--- src/rtl/img_result_writer_if.sv ---
// rtl/img_result_writer_if.sv - result stream port between accelerator and result writer
interface img_result_writer_if #(
    parameter int DATA_WIDTH = 32
);
    logic [DATA_WIDTH-1:0] in_data;
    logic [1:0]            in_data_valid;
    logic                  in_cmplt;
    logic                  in_ready;

    modport master (
        output in_data,
        output in_data_valid,
        output in_cmplt,
        input  in_ready
    );

    modport slave (
        input  in_data,
        input  in_data_valid,
        input  in_cmplt,
        output in_ready
    );
endinterface

--- src/rtl/img_result_writer.sv ---
// rtl/img_result_writer.sv - buffers tagged result words and writes them to per-channel memory windows
module img_result_writer #(
    parameter int DATA_WIDTH = 32,
    parameter int ADDR_WIDTH = 16,
    parameter int FIFO_DEPTH = 8
) (
    input  logic                  clk,
    input  logic                  rst_n,
    input  logic                  start,
    input  logic [ADDR_WIDTH-1:0] ch0_base_addr,
    input  logic [ADDR_WIDTH-1:0] ch1_base_addr,
    img_result_writer_if.slave    res,
    output logic                  mem_wr_en,
    output logic [ADDR_WIDTH-1:0] mem_wr_addr,
    output logic [DATA_WIDTH-1:0] mem_wr_data,
    input  logic                  mem_wr_ack,
    output logic                  ch0_done,
    output logic                  ch1_done,
    output logic                  frame_done,
    output logic                  proto_err
);
    localparam int PW = $clog2(FIFO_DEPTH);
    localparam int CW = PW + 1;
    localparam int EW = DATA_WIDTH + 2;
    localparam logic [CW-1:0] FULL_CNT = CW'(FIFO_DEPTH);

    typedef enum logic {
        IDLE,
        ACTIVE
    } state_t;

    state_t state, state_nxt;
    logic   start_frame;
    logic   frame_end;

    // FIFO entry layout: {last, ch, data}; ch=0 for channel 0, 1 for channel 1
    logic [EW-1:0] fifo_mem [FIFO_DEPTH];
    logic [PW-1:0] wr_ptr;
    logic [PW-1:0] rd_ptr;
    logic [CW-1:0] count;
    logic [EW-1:0] head;
    logic          head_ch;
    logic          head_last;

    logic [ADDR_WIDTH-1:0] addr0, addr1;
    logic [ADDR_WIDTH-1:0] addr0_nxt, addr1_nxt;
    logic [ADDR_WIDTH-1:0] pop_addr;
    logic                  wr_ch;
    logic                  wr_last;
    logic                  wr_fire;

    logic ch0_last_seen, ch1_last_seen;
    logic accept, bad_tag, bad_after_last, bad_cmplt, push, pop;

    // Ready depends only on registered state so it never combinationally follows the input valid
    assign res.in_ready = (state == ACTIVE) && (count != FULL_CNT);

    // Input qualification, error classification and pop decision
    always_comb begin
        accept         = res.in_ready & (|res.in_data_valid);
        bad_tag        = (res.in_data_valid == 2'b11);
        bad_after_last = ((res.in_data_valid == 2'b01) & ch0_last_seen) |
                         ((res.in_data_valid == 2'b10) & ch1_last_seen);
        bad_cmplt      = res.in_ready & res.in_cmplt & (res.in_data_valid == 2'b00);
        push           = accept & ~bad_tag & ~bad_after_last;
        wr_fire        = mem_wr_en & mem_wr_ack;
        // A pop may coincide with the ack of the current write so writes can stream back-to-back
        pop            = (count != '0) & (~mem_wr_en | mem_wr_ack);
        head           = fifo_mem[rd_ptr];
        head_ch        = head[DATA_WIDTH];
        head_last      = head[DATA_WIDTH+1];
    end

    // Address counters: reload on start, advance on each acknowledged write of that channel
    always_comb begin
        addr0_nxt = addr0;
        addr1_nxt = addr1;
        if (start_frame) begin
            addr0_nxt = ch0_base_addr;
            addr1_nxt = ch1_base_addr;
        end else if (wr_fire) begin
            if (wr_ch) addr1_nxt = addr1 + 1'b1;
            else       addr0_nxt = addr0 + 1'b1;
        end
        // Use the post-ack address so a same-channel back-to-back write lands on the next word
        pop_addr = head_ch ? addr1_nxt : addr0_nxt;
    end

    // Frame FSM next-state: leave ACTIVE only when both streams ended and nothing is left to write
    always_comb begin
        state_nxt   = state;
        start_frame = 1'b0;
        frame_end   = 1'b0;
        case (state)
            IDLE: begin
                if (start) begin
                    state_nxt   = ACTIVE;
                    start_frame = 1'b1;
                end
            end
            ACTIVE: begin
                if (ch0_done && ch1_done && (count == '0) && !mem_wr_en) begin
                    state_nxt = IDLE;
                    frame_end = 1'b1;
                end
            end
            default: state_nxt = IDLE;
        endcase
    end

    // Frame FSM state register
    always_ff @(posedge clk or negedge rst_n) begin
        if (!rst_n) state <= IDLE;
        else        state <= state_nxt;
    end

    // FIFO storage; contents are meaningless until the pointers say otherwise
    always_ff @(posedge clk) begin
        if (push) fifo_mem[wr_ptr] <= {res.in_cmplt, res.in_data_valid[1], res.in_data};
    end

    // FIFO pointers and occupancy; push and pop in the same cycle leave the count unchanged
    always_ff @(posedge clk or negedge rst_n) begin
        if (!rst_n) begin
            wr_ptr <= '0;
            rd_ptr <= '0;
            count  <= '0;
        end else begin
            if (push) wr_ptr <= wr_ptr + 1'b1;
            if (pop)  rd_ptr <= rd_ptr + 1'b1;
            count <= count + CW'(push) - CW'(pop);
        end
    end

    // Memory write stage: stage a popped entry, hold it until acked
    always_ff @(posedge clk or negedge rst_n) begin
        if (!rst_n) begin
            mem_wr_en   <= 1'b0;
            mem_wr_addr <= '0;
            mem_wr_data <= '0;
            wr_ch       <= 1'b0;
            wr_last     <= 1'b0;
        end else if (pop) begin
            mem_wr_en   <= 1'b1;
            mem_wr_addr <= pop_addr;
            mem_wr_data <= head[DATA_WIDTH-1:0];
            wr_ch       <= head_ch;
            wr_last     <= head_last;
        end else if (mem_wr_ack) begin
            mem_wr_en   <= 1'b0;
        end
    end

    // Address counters, completion tracking, sticky flags and frame-done pulse
    always_ff @(posedge clk or negedge rst_n) begin
        if (!rst_n) begin
            addr0         <= '0;
            addr1         <= '0;
            ch0_done      <= 1'b0;
            ch1_done      <= 1'b0;
            ch0_last_seen <= 1'b0;
            ch1_last_seen <= 1'b0;
            proto_err     <= 1'b0;
            frame_done    <= 1'b0;
        end else begin
            addr0      <= addr0_nxt;
            addr1      <= addr1_nxt;
            frame_done <= frame_end;
            if (start_frame) begin
                ch0_done      <= 1'b0;
                ch1_done      <= 1'b0;
                ch0_last_seen <= 1'b0;
                ch1_last_seen <= 1'b0;
                proto_err     <= 1'b0;
            end else begin
                if (wr_fire && wr_last) begin
                    if (wr_ch) ch1_done <= 1'b1;
                    else       ch0_done <= 1'b1;
                end
                if (push && res.in_cmplt) begin
                    if (res.in_data_valid[1]) ch1_last_seen <= 1'b1;
                    else                      ch0_last_seen <= 1'b1;
                end
                if ((accept && (bad_tag || bad_after_last)) || bad_cmplt) proto_err <= 1'b1;
            end
        end
    end
endmodule

--- src/flat_wrapper.sv ---
// flat-port wrapper written by rule: the top's interface ports become plain ports
module img_result_writer_flat 
#(
    parameter int DATA_WIDTH = 32,
    parameter int ADDR_WIDTH = 16,
    parameter int FIFO_DEPTH = 8
)
  (clk, rst_n, start, ch0_base_addr, ch1_base_addr, mem_wr_en, mem_wr_addr, mem_wr_data, mem_wr_ack, ch0_done, ch1_done, frame_done, proto_err, res_in_data, res_in_data_valid, res_in_cmplt, res_in_ready);
  img_result_writer_if #(.DATA_WIDTH(DATA_WIDTH)) res_i ();
  input  logic clk;
  input  logic rst_n;
  input  logic start;
  input  logic [ADDR_WIDTH-1:0] ch0_base_addr;
  input  logic [ADDR_WIDTH-1:0] ch1_base_addr;
  output logic mem_wr_en;
  output logic [ADDR_WIDTH-1:0] mem_wr_addr;
  output logic [DATA_WIDTH-1:0] mem_wr_data;
  input  logic mem_wr_ack;
  output logic ch0_done;
  output logic ch1_done;
  output logic frame_done;
  output logic proto_err;
  input wire logic [$bits(res_i.in_data)-1:0] res_in_data;
  input wire logic [$bits(res_i.in_data_valid)-1:0] res_in_data_valid;
  input wire logic [$bits(res_i.in_cmplt)-1:0] res_in_cmplt;
  output wire logic [$bits(res_i.in_ready)-1:0] res_in_ready;
  assign res_i.in_data = res_in_data;
  assign res_i.in_data_valid = res_in_data_valid;
  assign res_i.in_cmplt = res_in_cmplt;
  assign res_in_ready = res_i.in_ready;
  img_result_writer #(.DATA_WIDTH(DATA_WIDTH), .ADDR_WIDTH(ADDR_WIDTH), .FIFO_DEPTH(FIFO_DEPTH)) u_core (.clk(clk), .rst_n(rst_n), .start(start), .ch0_base_addr(ch0_base_addr), .ch1_base_addr(ch1_base_addr), .res(res_i), .mem_wr_en(mem_wr_en), .mem_wr_addr(mem_wr_addr), .mem_wr_data(mem_wr_data), .mem_wr_ack(mem_wr_ack), .ch0_done(ch0_done), .ch1_done(ch1_done), .frame_done(frame_done), .proto_err(proto_err));
endmodule
--- config.mk ---
export PLATFORM = sky130hd
export DESIGN_NAME = img_result_writer_flat
export DESIGN_NICKNAME = d
export VERILOG_FILES = /design/src/rtl/img_result_writer_if.sv /design/src/rtl/img_result_writer.sv /design/src/flat_wrapper.sv
export SDC_FILE = /design/constraint.sdc
export NUM_CORES = 1
export LEC_CHECK = 0
export ABC_AREA = 1
export CORE_ASPECT_RATIO = 1.75
export CORE_UTILIZATION = 58
export DETAILED_ROUTE_END_ITERATION = 10
export GPL_TIMING_DRIVEN = 1
export PLACE_DENSITY_LB_ADDON = 0.12
export SETUP_SLACK_MARGIN = 0.1
export SLEW_MARGIN = 20
export SYNTH_ARGS = -nofsm -noshare
export SYNTH_HDL_FRONTEND = slang
export SYNTH_SLANG_ARGS = --single-unit
--- constraint.sdc ---
create_clock -name clk -period 4.2 [get_ports clk]
set_input_delay 0.84 -clock clk [delete_from_list [all_inputs] [get_ports clk]]
set_output_delay 0.84 -clock clk [all_outputs]
set_load 0.02 [all_outputs]
==> results of run 1 <==
## routing by layer
layer	GRT usage (%)	up-vias	wire (um)
li1	-	4844	-
met1	30.45	5103	12820
met2	51.77	373	20200
met3	2.320	79	1691
met4	13.09	0	1337
met5	0	-	0
## sequential cells by signal, summed over array words and instances (netlist names)
name                  count
u_core.state              1
u_core.wr_ch              1
u_core.count              4
u_core.proto_err          1
u_core.fifo_mem         272
u_core.frame_done         1
u_core.wr_last            1
u_core.ch1_last_seen      1
u_core.addr0             16
u_core.ch0_last_seen      1
u_core.mem_wr_data       32
u_core.ch1_done           1
u_core.mem_wr_en          1
u_core.addr1             16
u_core.wr_ptr             3
u_core.mem_wr_addr       16
u_core.rd_ptr             3
u_core.ch0_done           1
## power by group through the flow
stage,sequential [uW],clock [uW],combinational [uW]
4_1_cts,5230,3310,4590
3_5_place_dp,5300,0,4560
6_report,5230,3280,4540
5_1_grt,5310,3440,5020
3_3_place_gp,5290,0,4460
2_1_floorplan,5480,0,2650
## cell usage in the layout, fill, tap and decap left out, drive strengths merged, types with 6 or more instances in the layout
cell           netlist  final
edfxtp             272    272
nand2              255    255
nor2               178    178
o21ai              151    151
clkdlybuf4s50        0    123
dfrtp              100    100
nand3               86     86
o221ai              59     59
inv                 50     50
clkbuf              47     34
buf                 21     31
clkinv               1     12
a21oi               11     11
xor2                10     10
ha                  10     10
bufinv               0     10
o211ai               9      9
o22ai                7      7
or2                  7      7
nor3                 6      6
## synth_stat cells, types with 14 or more instances
library cell and instances:
buf_2 14, nor2_1 170, o221ai_1 59, nand2_1 247, clkbuf_1 46, inv_1 45, o21ai_0 140, nand3_1 82
edfxtp_1 272, dfrtp_1 100
## kinds of logic after synthesis
family / share of synthesized area [%]
simple gates: 15.04
flops: 70.05
compound gates: 10.08
buf+inv: 3.245
xor+xnor: 0.6325
fa+ha+maj: 0.9529
## worst register-to-register path, stage by stage (launching register included)
cell     delay, ns
dfrtp_1       0.98
buf_4         0.52
nor2_1        0.11
o21ai_1       0.10
nand3_1       0.18
a21oi_4       0.51
nand3_1       0.20
nand3_2       0.09
## path summary, 6_finish.rpt
path	slack [ns]	startpoint	to
setup / recovery	1.14	u_core.count[2]	res_in_ready
hold / removal	0.33	rst_n	u_core.mem_wr_addr[4]
setup reg to reg	1.45	u_core.rd_ptr[1]	u_core.mem_wr_addr[13]
hold reg to reg	0.48	u_core.mem_wr_data[20]	u_core.mem_wr_data[20]
max in group asynchronous	3.01	rst_n	u_core.mem_wr_addr[12]
min in group clk	0.48	u_core.mem_wr_data[20]	u_core.mem_wr_data[20]
## through the flow
step	instances	total power [uW]	worst slack [ns]	cell area [um^2]	utilization, %
final	1763	13050	1.139	18070	69.86
after global routing	1763	13770	1.101	18070	69.86
after global placement	1705	9744	0.9040	16890	65.29
after floorplan	1299	8125	0.8582	15230	-
after detailed placement	1705	9861	0.8186	16890	65.29
after CTS	1763	13130	1.092	18070	69.86
## cell type report
type                       count  area, um^2
clock buffer                  34       797.0
clock inverter                24       385.4
fill                        1833        7794
inverter                      51       195.2
multi-input combinational    808        4128
sequential                   372       10670
tap                          320       400.4
timing repair buffer         154        1489
==> results by group, run 1 <==
Global routing
  – Vias in the first global route: 10687
  – Grt ovf: 0
  – Initial antenna violation count: 0
  – Pin count of the biggest net entering global routing: 98
  – First-pass GRT wire length: 56410 um
  – Total GRT Usage: 27.27%

Synthesis
  – Ys Warns: 0
  – Top cells by area, synth: edfxtp_1, dfrtp_1, nand2_1
  – Post-synthesis sequential element count: 372
  – Syn Inst Count: 1299
  – Synth Cell Area: 15230 um^2
  – Mean Syn Cell Area: 11.73 um^2
  – Synth top area share: 53.62%
  – Dominant synthesized flop cell: edfxtp_1
  – Largest area contributor in the netlist: edfxtp_1
  – Seq/Total Area, Yosys: 70.05%
  – Post-synth EDFFs: 272
  – Async SR Flop Fraction: 26.88%
  – Yosys cell types: 47
  – Syn nets: 1381

Run
  – Max-cap viol count: 0

STA
  – Max-slew violation count: 0
  – Fin Hold WS: 0.3254 ns
  – Max frequency: 326.7 MHz
  – Crit share post-route: 72.87%
  – Slew margin rel.: 35.37%
  – # setup viols final: 0
  – Final hold viol count: 0
  – RSZ-0062 raised after global routing: no
  – Fin Setup TNS: 0 ns
  – Clock skew: 0.01837 ns
  – Min Clock Period, post-route: 3.061 ns
  – Slew @ Worst Pin: 0.9694 ns

Place
  – Gpl congestion: 0.8517
  – IO Port Bufs: 124
  – HPWL Detailed: 23630 um

Clock tree
  – Post-CTS Setup Inserts: 0
  – CTS resizes: 0
  – CTS Buffer Depth: 3
  – Clock latency on the worst-skew pair: 0.58 ns
  – Clk pin slew, worst setup/hold paths: 0.07 ns
  – H-tree levels: 1
  – Root buffer cell: clkbuf_16
  – Hold_buf cts: 0
  – Total CTS buffers: 31
  – TritonCTS clock tree: yes
  – CTS Sinks: 372

Drt
  – Detailed Route WL: 36050 um
  – Residual DRC: 0
  – Vias: 10399
  – Remaining antenna violation count: 0
  – DR vias/cell: 5.898
  – TritonRoute pass-1 iters: 5
  – Initial detailed-routing violation count: 752
  – Routed WL per cell: 20.45 um

Power
  – Comb pwr share: 34.8%
  – Lkg Pwr: 0.006698 uW
  – P_int: 8324 uW
  – Power share of the sequential group: 40.1%
  – Power Density: 722.3 nW/um^2
  – Worst vdd ir: 0.0004733 V
  – Clock network power share: 25.1%
  – Switching power: 4727 uW
  – Switching share of power: 36.22%

Worst setup path
  – Delay-heaviest family, CP: buffers and inverters
  – Type of the worst setup path: flip-flop to output pin
  – CP startpoint kind: flip-flop
  – Slowest-stage cell, CP: clkdlybuf4s50_1
  – Worst r2r path cells: 7
  – CP Capture Type: output pin
  – Crit-path max cell delay: 0.71 ns
  – Buf+Inv Stages, Crit Path: 2
  – WP data required: 3.36 ns
  – Critical path depth: 4
  – Critical-path cell list: inv_1 > ha_1 > a31oi_2 > clkdlybuf4s50_1
  – Worst Path Arrival: 2.22 ns
  – Crit path max fanout: 3

Die
  – Full die area: 26940 um^2
  – Die Wd: 124.5 um
  – Core Area: 25860 um^2
  – Die Height: 216.4 um
  – Row count: 78
  – Initial Utilization: 58.90%
  – # IOs: 125

Cells and area
  – # diodes: 0
  – Final Net Count: 1500
  – Ratio of cells with drive above 1 in the final layout: 8.940%
  – Area grow syn2layout: 18.62%

Status
  – Status: complete, no violations

Min path
  – Worst min-delay path class: input pin to async pin
Note: power is estimated with default switching activity, not from simulation.
==> run 2, diff against run 1 <==
==> constraint.sdc (replaced) <==
create_clock -name clk -period 3.2 [get_ports clk]
set_input_delay 0.64 -clock clk [delete_from_list [all_inputs] [get_ports clk]]
set_output_delay 0.64 -clock clk [all_outputs]
set_load 0.02 [all_outputs]
==> run 2 against run 1 <==
Combinational power up 28%. Critical path type unchanged. Hold slack worse by 0.18 ns. Utilization about the same. Largest power group unchanged. Clock power up 24%. Final area about the same. Setup slack worse by 0.80 ns. Via count down 0.57%. Die area unchanged. Final cell count up 0.34%.
==> results by group, run 2 (synthesis gave the netlist of run 1 again) <==
Status
  – Status: complete, no violations

Cells and area
  – Commonest non-fill, non-tap cell in the layout: edfxtp_1
  – Most frequent cells in the layout: edfxtp_1, nand2_1, nor2_1, o21ai_0, clkdlybuf4s50_1
  – Largest register FFs: 272 (unchanged)
  – Ratio of cells with drive above 1 in the final layout: 9.110% (+0.17 points)
  – Final Net Count: 1505 (+0.33%)
  – Top reg by flops: u_core.fifo_mem
  – Filler cells: 1860 (+1.5%)
  – Area grow syn2layout: 18.65% (about the same)
  – Biggest regs: u_core.fifo_mem x272, u_core.mem_wr_data x32
  – # diodes: 0 (unchanged)

Worst setup path
  – WP data required: 2.56 ns (-0.80 ns)
  – Buf+Inv Stages, Crit Path: 2 (unchanged)
  – Crit path max fanout: 3 (unchanged)
  – Delay-heaviest family, CP: buffers and inverters
  – Type of the worst setup path: flip-flop to output pin
  – Slowest-stage cell, CP: clkdlybuf4s50_1
  – Worst Path Arrival: 2.22 ns (about the same)
  – CP Capture Type: output pin
  – Crit-path max cell delay: 0.71 ns (about the same)
  – CP startpoint kind: flip-flop
  – Critical-path cell list: inv_1 > ha_1 > a31oi_2 > clkdlybuf4s50_1

Place
  – Gpl congestion: 0.8371 (-1.7%)
  – IO Port Bufs: 124 (unchanged)
  – HPWL Detailed: 21810 um (-7.7%)

STA
  – Max-slew violation count: 0 (unchanged)
  – Clock skew: 0.01317 ns (-0.005202 ns)
  – Min Clock Period, post-route: 2.864 ns
  – RSZ-0062 raised after global routing: no
  – Fin Setup TNS: 0 ns (unchanged)
  – Slew margin rel.: 50.34% (+15 points)
  – Final hold viol count: 0 (unchanged)
  – Max frequency: 349.2 MHz
  – Crit share post-route: 89.49%
  – Fin Hold WS: 0.1450 ns (-0.1804 ns)
  – # setup viols final: 0 (unchanged)
  – Slew @ Worst Pin: 0.7449 ns (-0.2245 ns)

Min path
  – Worst min-delay path class: input pin to async pin

Clock tree
  – Post-CTS Setup Inserts: 0 (unchanged)
  – CTS Buffer Depth: 3 (unchanged)
  – Clock latency on the worst-skew pair: 0.52 ns (-0.06 ns)
  – CTS resizes: 0 (unchanged)
  – Total CTS buffers: 34 (+9.7%)
  – TritonCTS clock tree: yes
  – Clk pin slew, worst setup/hold paths: 0.06 ns (about the same)
  – Root buffer cell: clkbuf_16
  – Hold_buf cts: 0 (unchanged)
  – CTS Sinks: 372 (unchanged)
  – H-tree levels: 2 (+1)

Global routing
  – Grt ovf: 0 (unchanged)
  – Initial antenna violation count: 0 (unchanged)
  – Vias in the first global route: 10734 (+0.44%)
  – First-pass GRT wire length: 55640 um (-1.4%)
  – Total GRT Usage: 26.73% (-0.54 points)
  – Pin count of the biggest net entering global routing: 77 (-21%)

Die
  – Full die area: 26940 um^2 (unchanged)
  – Initial Utilization: 58.90% (unchanged)
  – Core Area: 25860 um^2 (unchanged)
  – # IOs: 125 (unchanged)
  – Die Wd: 124.5 um (unchanged)
  – Die Height: 216.4 um (unchanged)
  – Row count: 78 (unchanged)

Drt
  – DR vias/cell: 5.845 (-0.90%)
  – Vias: 10340 (-0.57%)
  – Remaining antenna violation count: 0 (unchanged)
  – Initial detailed-routing violation count: 678 (-9.8%)
  – Residual DRC: 0 (unchanged)
  – Detailed Route WL: 34700 um (-3.7%)
  – Routed WL per cell: 19.62 um (-4.1%)
  – TritonRoute pass-1 iters: 5 (unchanged)

Power
  – Power Density: 931.9 nW/um^2 (+29%)
  – Worst vdd ir: 0.0006210 V (+31%)
  – Lkg Pwr: 0.006705 uW (+0.11%)

Run
  – Max-cap viol count: 0 (unchanged)
## run 2: cell types whose count changed in the layout (fill, tap and decap cells not counted), sizes merged
cell / change
buf: +2
bufinv: -8
clkbuf: +9
clkinv: +4
clkinvlp: -1
## run 2: worst paths after layout
check                      cells after the start                     end  slack (ns)                   start
max                                            4            res_in_ready        0.34         u_core.count[2]
min in group clk                               2  u_core.mem_wr_data[23]        0.48  u_core.mem_wr_data[23]
max in group asynchronous                      2   u_core.mem_wr_data[5]        2.36                   rst_n
max reg2reg                                    8  u_core.fifo_mem[5][22]        0.72         u_core.count[2]
min reg2reg                                    2  u_core.mem_wr_data[23]        0.48  u_core.mem_wr_data[23]
min                                            1        u_core.mem_wr_en        0.14                   rst_n
## run 2: report_power, final
group / switching, uW / total [uW] / internal (uW)
Combinational: 3760 / 5830 / 2070
Clock: 1740 / 4080 / 2340
Sequential: 672 / 6930 / 6260
Total: 6170 / 16800 / 10700
## run 2: area by class of cell
cell class	instances	area, um^2	area share [%]
clock inverters	19	155.1	0.8585
inverters	51	195.2	1.080
well taps	320	400.4	2.215
multi-input cells	808	4128	22.84
repair buffers	156	1541	8.530
flip-flops and latches	372	10670	59.06
clock buffers	43	978.4	5.414
## run 2: routing by layer
layer	up-vias	share of wire, %	track usage, %
met5	-	0	0
met3	108	5.2	3.777
met1	5023	36	30.13
li1	4868	-	-
met2	341	54	48.86
met4	0	4.6	13.82
## run 2: through the flow
stage	instance area, um^2	total power (uW)	worst slack [ns]	utilization (%)	cells
3_5_place_dp	16940	12890	0.4121	65.50	1707
5_1_grt	18070	17840	0.2712	69.88	1769
3_3_place_gp	16940	12700	0.4570	65.50	1707
6_report	18070	16840	0.3362	69.88	1769
2_1_floorplan	15230	10660	-0.1352	-	1299
4_1_cts	18070	16960	0.3132	69.88	1769
==> run 3, diff against run 2 <==
--- a/config.mk
+++ b/config.mk
@@ -16,3 +16,4 @@
 export SYNTH_ARGS = -nofsm -noshare
 export SYNTH_HDL_FRONTEND = slang
 export SYNTH_SLANG_ARGS = --single-unit
+export TNS_END_PERCENT = 100
==> results of run 3 <==
Final layout, timing and power as in run 2 (identical DEF).
